===== src/rtl/mdu_iter.sv =====
// Iterative RV32M multiply/divide unit: 32-step shift-add multiplier and restoring
// divider sharing one sequencer and one 64-bit accumulator; fixed 33-edge latency.
//   state  | meaning
//   S_IDLE | waiting for start; y holds last result
//   S_CALC | one multiply/divide iteration per edge, cnt 0..31
//   S_FIN  | sign fix, special cases, register y and pulse done
module mdu_iter #(
    parameter int XLEN = 32
) (
    input  logic            clk,
    input  logic            rst,
    input  logic            start,
    input  logic [2:0]      op,
    input  logic [XLEN-1:0] a,
    input  logic [XLEN-1:0] b,
    output logic            busy,
    output logic            done,
    output logic [XLEN-1:0] y
);
    typedef enum logic [1:0] {S_IDLE, S_CALC, S_FIN} state_t;

    state_t            r_state;
    state_t            w_state_nxt;
    logic [2:0]        r_op;
    logic              r_sa;
    logic              r_sb;
    logic              r_bz;
    logic [XLEN-1:0]   r_ma;
    logic [XLEN-1:0]   r_mb;
    logic [2*XLEN-1:0] r_acc;
    logic [5:0]        r_cnt;
    logic              r_done;
    logic [XLEN-1:0]   r_y;

    logic              w_sgn_a;
    logic              w_sgn_b;
    logic [XLEN-1:0]   w_ma_in;
    logic [XLEN-1:0]   w_mb_in;
    logic [XLEN:0]     w_add;
    logic [2*XLEN-1:0] w_mul_nxt;
    logic [XLEN:0]     w_shift;
    logic [XLEN+1:0]   w_diff;
    logic [2*XLEN-1:0] w_div_nxt;
    logic [2*XLEN-1:0] w_prod;
    logic [XLEN-1:0]   w_quo;
    logic [XLEN-1:0]   w_rem;
    logic [XLEN-1:0]   w_res;

    always_comb begin
        w_sgn_a = a[XLEN-1] & ((op == 3'b001) | (op == 3'b010) | (op == 3'b100) | (op == 3'b110));
        w_sgn_b = b[XLEN-1] & ((op == 3'b001) | (op == 3'b100) | (op == 3'b110));
        w_ma_in = w_sgn_a ? -a : a;
        w_mb_in = w_sgn_b ? -b : b;
    end

    // Multiply: acc = {partial high, remaining multiplier bits}, shifted right each step.
    always_comb begin
        w_add     = {1'b0, r_acc[2*XLEN-1:XLEN]} + (r_acc[0] ? {1'b0, r_ma} : {(XLEN+1){1'b0}});
        w_mul_nxt = {w_add, r_acc[XLEN-1:1]};
    end

    // Divide: acc = {partial remainder, dividend bits / quotient bits}, shifted left each step.
    always_comb begin
        w_shift   = {r_acc[2*XLEN-1:XLEN], r_acc[XLEN-1]};
        w_diff    = {1'b0, w_shift} - {2'b00, r_mb};
        w_div_nxt = w_diff[XLEN+1] ? {w_shift[XLEN-1:0], r_acc[XLEN-2:0], 1'b0}
                                   : {w_diff[XLEN-1:0],  r_acc[XLEN-2:0], 1'b1};
    end

    // Signed overflow needs no special path: |a|/1 = 0x80000000 unnegated, remainder 0.
    // With b==0 the remainder path already reproduces a; only the quotient is forced.
    always_comb begin
        w_prod = (r_sa ^ r_sb) ? -r_acc : r_acc;
        w_quo  = r_bz ? {XLEN{1'b1}}
               : ((r_sa ^ r_sb) ? -r_acc[XLEN-1:0] : r_acc[XLEN-1:0]);
        w_rem  = r_sa ? -r_acc[2*XLEN-1:XLEN] : r_acc[2*XLEN-1:XLEN];
        if (r_op[2])
            w_res = r_op[1] ? w_rem : w_quo;
        else if (r_op[1:0] == 2'b00)
            w_res = w_prod[XLEN-1:0];
        else
            w_res = w_prod[2*XLEN-1:XLEN];
    end

    always_ff @(posedge clk) begin
        if (rst)
            r_state <= S_IDLE;
        else
            r_state <= w_state_nxt;
    end

    always_comb begin
        w_state_nxt = r_state;
        case (r_state)
            S_IDLE:  if (start) w_state_nxt = S_CALC;
            S_CALC:  if (r_cnt == 6'd31) w_state_nxt = S_FIN;
            S_FIN:   w_state_nxt = S_IDLE;
            default: w_state_nxt = S_IDLE;
        endcase
    end

    always_ff @(posedge clk) begin
        if (rst) begin
            r_op   <= 3'b000;
            r_sa   <= 1'b0;
            r_sb   <= 1'b0;
            r_bz   <= 1'b0;
            r_ma   <= '0;
            r_mb   <= '0;
            r_acc  <= '0;
            r_cnt  <= 6'd0;
            r_done <= 1'b0;
            r_y    <= '0;
        end else begin
            r_done <= 1'b0;
            case (r_state)
                S_IDLE: begin
                    if (start) begin
                        r_op  <= op;
                        r_sa  <= w_sgn_a;
                        r_sb  <= w_sgn_b;
                        r_bz  <= (b == '0);
                        r_ma  <= w_ma_in;
                        r_mb  <= w_mb_in;
                        r_acc <= op[2] ? {{XLEN{1'b0}}, w_ma_in} : {{XLEN{1'b0}}, w_mb_in};
                        r_cnt <= 6'd0;
                    end
                end
                S_CALC: begin
                    r_acc <= r_op[2] ? w_div_nxt : w_mul_nxt;
                    r_cnt <= r_cnt + 6'd1;
                end
                S_FIN: begin
                    r_y    <= w_res;
                    r_done <= 1'b1;
                end
                default: ;
            endcase
        end
    end

    assign busy = (r_state != S_IDLE);
    assign done = r_done;
    assign y    = r_y;
endmodule


===== config.mk =====
export PLATFORM = sky130hd
export DESIGN_NAME = mdu_iter
export DESIGN_NICKNAME = d
export VERILOG_FILES = /design/src/rtl/mdu_iter.sv
export SDC_FILE = /design/constraint.sdc
export NUM_CORES = 1
export LEC_CHECK = 0
export CAP_MARGIN = 20
export CORE_UTILIZATION = 45
export DETAILED_ROUTE_END_ITERATION = 10
export GPL_TIMING_DRIVEN = 0
export PLACE_DENSITY = 0.66
export SKIP_CTS_REPAIR_TIMING = 1
export SLEW_MARGIN = 20
export SYNTH_ARGS = -nofsm -noshare
export SYNTH_HDL_FRONTEND = slang
export SYNTH_SLANG_ARGS = --single-unit

===== constraint.sdc =====
create_clock -name clk -period 3.16 [get_ports clk]
set_clock_uncertainty 0.05 [all_clocks]
set_input_delay 0.632 -clock clk [delete_from_list [all_inputs] [get_ports clk]]
set_output_delay 0.632 -clock clk [all_outputs]
set_load 0.05 [all_outputs]

* Word-level counts from Yosys, hierarchy flattened
Index checks and enable logic that the tools add are counted.
** Cells by class
- Multiplexer cells :: 21
- Equal/unequal tests :: 9
- Reduce and logical (&&, ||, !) cells :: 8
- Bitwise operators :: 8
- Add/sub/neg operators :: 8
** Operators by type and width (number)
- 32-bit two-way mux :: 10
- 64-bit two-way mux :: 4
- 32-bit negator :: 4
- 64-bit case mux with 2 select lines :: 1
- 64-bit negator :: 1
- 33-bit by 32-bit subtractor with 34-bit output :: 1
- 32-bit by 32-bit adder with 33-bit output :: 1
- 32-bit zero test :: 1
- 6-bit case mux with 2 select lines :: 1
- 6-bit by 1-bit adder with 6-bit output, second input constant :: 1
- 3-bit == test, second input constant :: 2
- 6-bit by 5-bit == test with 1-bit output, second input constant :: 1
- 6-bit two-way mux :: 1
- 2-bit AND reduction :: 3
- 1-bit OR :: 5
- 2-bit zero test :: 2
- 2-bit two-way mux :: 2
- 2-bit != test, second input constant :: 2
- 2-bit case mux with 2 select lines :: 1
- 2-bit nonzero test :: 2
- 3-bit by 1-bit == test with 1-bit output, second input constant :: 1
- 3-bit by 2-bit == test with 1-bit output, second input constant :: 1
- 1-bit AND :: 2
- 2-bit by 1-bit == test with 1-bit output, second input constant :: 1
- other kinds (3) :: 3
** Storage, ports and cells
- Logic and storage cells :: 65
- Input port bits :: 70
- Register bits after elaboration :: 175

* Logic depth before layout (Yosys ltp)
- Depth after elaboration :: 9
- Gate-level depth with buffers :: 15

* Worst setup path before layout
OpenSTA, ideal clock, no wires.
- Path kind :: register to register
- Start point :: reg r_acc[0]
- End point :: reg r_acc[59]
- Setup slack :: -252 ps
- Data arrival time :: 3242 ps
- Setup time :: 120 ps
- Data required time :: 2990 ps
- Cell stages (with the launch flop) :: 16
- Cells stage by stage :: dfxtp_1 -> clkbuf_1 -> clkbuf_1 -> and2_1 -> ha_1 -> inv_1 -> fa_1 -> nand2b_1 -> a21oi_1 -> o211a_1 -> a31o_2 -> a41oi_1 -> o21bai_1 -> mux2i_1 -> nand2_1 -> a211o_1
** Between the ends
- Longest elaborated chain between the ends :: 4
** Ends and longest elaborated chain
- start: declaration :: line 30 : logic [2*XLEN-1:0] r_acc;
- start signal: assignment :: line 125 : r_acc <= op[2] ? {{XLEN{1'b0}}, w_ma_in} : {{XLEN{1'b0}}, w_mb_in};
- start signal: assignment :: line 130 : r_acc <= r_op[2] ? w_div_nxt : w_mul_nxt;
- 32-bit two-way mux :: line 58 : w_add = {1'b0, r_acc[2*XLEN-1:XLEN]} + (r_acc[0] ? {1'b0, r_ma} : {(XLEN+1){1'b0}});
- 32-bit by 32-bit adder with 33-bit output :: line 58
- 64-bit two-way mux :: line 130
- 64-bit case mux with 2 select lines :: line 116 : case (r_state)
No other way between the ends.
A chain may end at the register's enable or synchronous reset.

* Worst setup path in the final report
- Start point :: reg r_acc[33]
- End point :: reg r_y[18] (netlist: y[18])
** Between the ends
- Longest elaborated chain between the ends :: 4
- Elaborated cells between the ends (all ways) :: 7
- Classes of those cells :: add/sub: 2; mux: 5
** Ends and longest elaborated chain
- 64-bit negator or 32-bit negator (tied branches) :: line 73, 76
- 64-bit two-way mux or 32-bit two-way mux (tied branches) :: line 73, 76
- 32-bit two-way mux (on tied branches) :: line 79, 78
- 32-bit two-way mux * :: line 77 : if (r_op[2])
- end signal: assignment :: line 134 : r_y <= w_res;
- end: declaration :: line 33 : logic [XLEN-1:0] r_y;
Mark *: on every way between the ends. The rest lies on a longest branch, timed or not.

==> results.py <==
metrics = {
    "die": {
        "fp.dieW_um": 185,
        "core-area_um2": 32700,
        "num_rows": 66,
        "fp.dieArea_um2": 34100,
        "die_h_um": 185,
        "initial_core_util_pct": 45.9,
        "io_pins": 104,
    },
    "setup_path": {
        "critPathMaxFanout": 5,
        "crit_buf_inv": 1,
        "cpPeakStageDelay_ps": 550,
        "cp.required_ps": 3460,
        "start_kind": "flop",
        "worstPathCellList": "inv_4 > ha_4 > or3b_4 > or4b_4 > nand2b_4 > or3_4 > or3_4 > o21ai_2 > xor2_1 > a21oi_1 > a221o_1",
        "critPathArrivalTime_ps": 3540,
        "cp_common_cell": "or3_4",
        "cp_top_family": "simple AND/OR/NAND/NOR gates",
        "crit_path_end_kind": "flop",
        "slowest_stage": "or4b_4",
        "path_class": "flop to flop",
    },
    "grt": {
        "gr-total-overflow": 0,
        "grt_pass1_vias": 15300,
        "antenna_found_initial": 0,
        "track_usage_pct": 38.4,
        "grt_pass1_wl_um": 96300,
        "grt_max_degree": 17,
    },
    "power_and_ir_drop": {
        "vdd_drop_max_mv": 0.388,
        "seqPwrFrac_pct": 34.4,
        "pwr-share-comb_pct": 34.2,
        "netSwitchingPower_mw": 2.76,
        "switching_share_pct": 38.3,
        "clock_power_share_pct": 31.5,
        "cellLeakagePower_nw": 7.12,
        "internal-power_mw": 4.45,
        "power_density_nw_per_um2": 389,
    },
    "clock_tree": {
        "max-clock-path-buffers": 2,
        "clk_latency_ps": 470,
        "cts.sinks": 175,
        "htree_levels": 4,
        "clk_pin_slew_ps": 70,
        "cts_buffers": 17,
        "cts_tree": "yes",
        "cts_root_buffer": "clkbuf_16",
    },
    "place": {
        "hpwl_um": 52400,
        "port_buffers": 102,
        "post_dp_cell_area_um2": 16600,
        "gp_congestion": 1.05,
    },
    "yosys": {
        "async_reset_ff_share_pct": 0,
        "synth.distinct_cells": 83,
        "ys.warnings.count": 0,
        "synth-edff-count": 0,
        "synth_area_um2": 15000,
        "yosys_most_used_dff": "dfxtp_1",
        "syn-num-nets": 2167,
        "synth.area.top_cells": "dfxtp_1, xnor2_1, a21oi_1",
        "synth_seq_cells": 175,
        "netlist_instances": 2026,
        "yosysTopAreaCellShare_pct": 23.3,
        "yosys.area.top_type": "dfxtp_1",
        "avgSynthCellArea_um2": 7.41,
        "ys_seq_area_share_pct": 23.3,
    },
    "timing": {
        "fin_ws_ps": -83.1,
        "setup_tns_ps": -83.1,
        "max_freq_ghz": 0.308,
        "slew_violations": 0,
        "rsz0062_at_grt": "true",
        "hold_viol": 0,
        "min_period_ps": 3240,
        "setup_violations": 1,
        "worstMarginPinSlew_ps": 1100,
        "relSlewSlack_pct": 24.3,
        "period_share_pct": 103,
    },
    "final_layout": {
        "mostFrequentLayoutCells": "nor2_1, nand2_1, a21oi_1, dfxtp_1, xnor2_1",
        "final_nets": 2336,
        "antenna_cells": 0,
        "final_area_um2": 18600,
        "drive_gt1_share_pct": 13.1,
        "syn_to_final_growth_pct": 23.6,
        "final_common_cell": "nor2_1",
    },
    "detailed_routing": {
        "wl_per_cell_um": 25.0,
        "via_count": 16500,
        "antenna_left": 0,
        "drcViolationCount": 0,
        "drt_iter0_markers": 1682,
        "drt-total-wl_um": 66200,
        "dr.pass1.iters": 6,
        "via_per_inst": 6.22,
    },
    "run_status": {
        "failed_checks": "negative setup slack",
        "status": "finished, violations left",
    },
    "job": {
        "drv_cap": 0,
    },
    "min_path": {
        "hold_class": "flop to flop",
    },
}
-- power groups by stage --
stage | registers, mW | clock network, mW | logic (mW)
6_report | 2.48 | 2.27 | 2.46
3_3_place_gp | 2.49 | 0 | 2.14
4_1_cts | 2.44 | 2.26 | 2.17
5_1_grt | 2.49 | 2.35 | 2.61
3_5_place_dp | 2.50 | 0 | 2.16
2_1_floorplan | 2.44 | 0 | 1.42
-- logic make-up (layout without fill, tap and decap cells) --
kind of cell    count (synthesis)  in the layout  share of synthesized area [%]
buf+inv                       218            399                           5.64
xor+xnor                      194            194                           11.3
fa+ha+maj                      71             71                           6.02
mux                            61             61                           4.10
compound gates                638            638                           27.5
simple gates                  669            669                           22.1
flops                         175            175                           23.3
-- area by class of cell --
type / instances / area (um2)
fillers: 3157 / 14100
multi-input cells: 1633 / 11500
flip-flops and latches: 175 / 3520
repair buffers: 159 / 1450
plain buffers: 139 / 624
well taps: 442 / 553
clock buffers: 20 / 457
inverters: 70 / 268
clock inverters: 11 / 134
-- sequential cells by signal (all words and copies together), names as in the netlist --
register,cells
r_cnt,6
r_state,2
r_bz,1
r_ma,32
y,32
r_mb,32
done,1
r_sb,1
r_sa,1
r_acc,64
r_op,3
-- synthesized netlist by cell type, types with 6 or more instances --
cell type / n
a221o_1: 10
a21oi_1: 174
xor2_1: 82
o21ai_1: 12
and2_1: 48
nand4_1: 7
nor2_1: 207
buf_1: 15
nor3_1: 46
or2_2: 7
a2111oi_0: 6
clkbuf_1: 122
a22oi_1: 24
xnor2_1: 112
nand2_1: 176
mux2i_1: 57
o41ai_1: 8
o21bai_1: 8
inv_1: 68
a21o_1: 27
buf_2: 8
o21a_1: 10
a31oi_1: 21
a211oi_1: 95
o211ai_1: 20
or3_1: 13
and3_1: 10
a221oi_1: 28
ha_1: 69
or4_1: 14
nand3_1: 34
nor2b_1: 23
o31ai_1: 12
a311oi_1: 14
dfxtp_1: 175
nor4_1: 23
o21ai_0: 127
nand2b_1: 25
-- per-stage QoR --
stage | power, mW | util, % | std cells | hold slack [ps] | setup slack (ps)
2_1_floorplan | 3.86 | - | 2026 | 382 | 10.8
5_1_grt | 7.45 | 56.7 | 2649 | 423 | -146
6_report | 7.21 | 56.7 | 2649 | 389 | -83.1
4_1_cts | 6.87 | 52.6 | 2601 | 393 | -1320
3_3_place_gp | 4.64 | 50.8 | 2570 | 381 | -1260
3_5_place_dp | 4.66 | 50.8 | 2570 | 383 | -1300
-- worst register-to-register path: cells and delay by family (launching register included) --
family | cells | cell delay, ps
adder cells (fa/ha/maj) | 1 | 140
buffers and inverters | 1 | 70
XOR/XNOR | 1 | 150
flip-flops | 1 | 360
AND/OR/NAND/NOR | 5 | 1810
AO/OA/AOI/OAI | 3 | 540
-- path summary, 6_finish.rpt --
check / start / to / slack [ps] / depth (start not counted)
worst max-delay path: r_acc[33]$_SDFFE_PP0P_ / y[18]$_SDFFE_PP0P_ / -80 / 11
worst min-delay path: y[9]$_SDFFE_PP0P_ / y[9]$_SDFFE_PP0P_ / 390 / 2
worst max register to register: r_acc[33]$_SDFFE_PP0P_ / y[18]$_SDFFE_PP0P_ / -80 / 11
worst min register to register: y[9]$_SDFFE_PP0P_ / y[9]$_SDFFE_PP0P_ / 390 / 2
-- layer usage --
metal / global-route usage [%] / vias to the layer above / wire (um)
met5: 0 / - / 0
met4: 18.8 / 0 / 3130
met3: 4.60 / 129 / 5020
met2: 59.0 / 762 / 28700
met1: 52.9 / 7919 / 29400
li1: - / 7667 / -
Note: power is estimated with default switching activity, not from simulation.
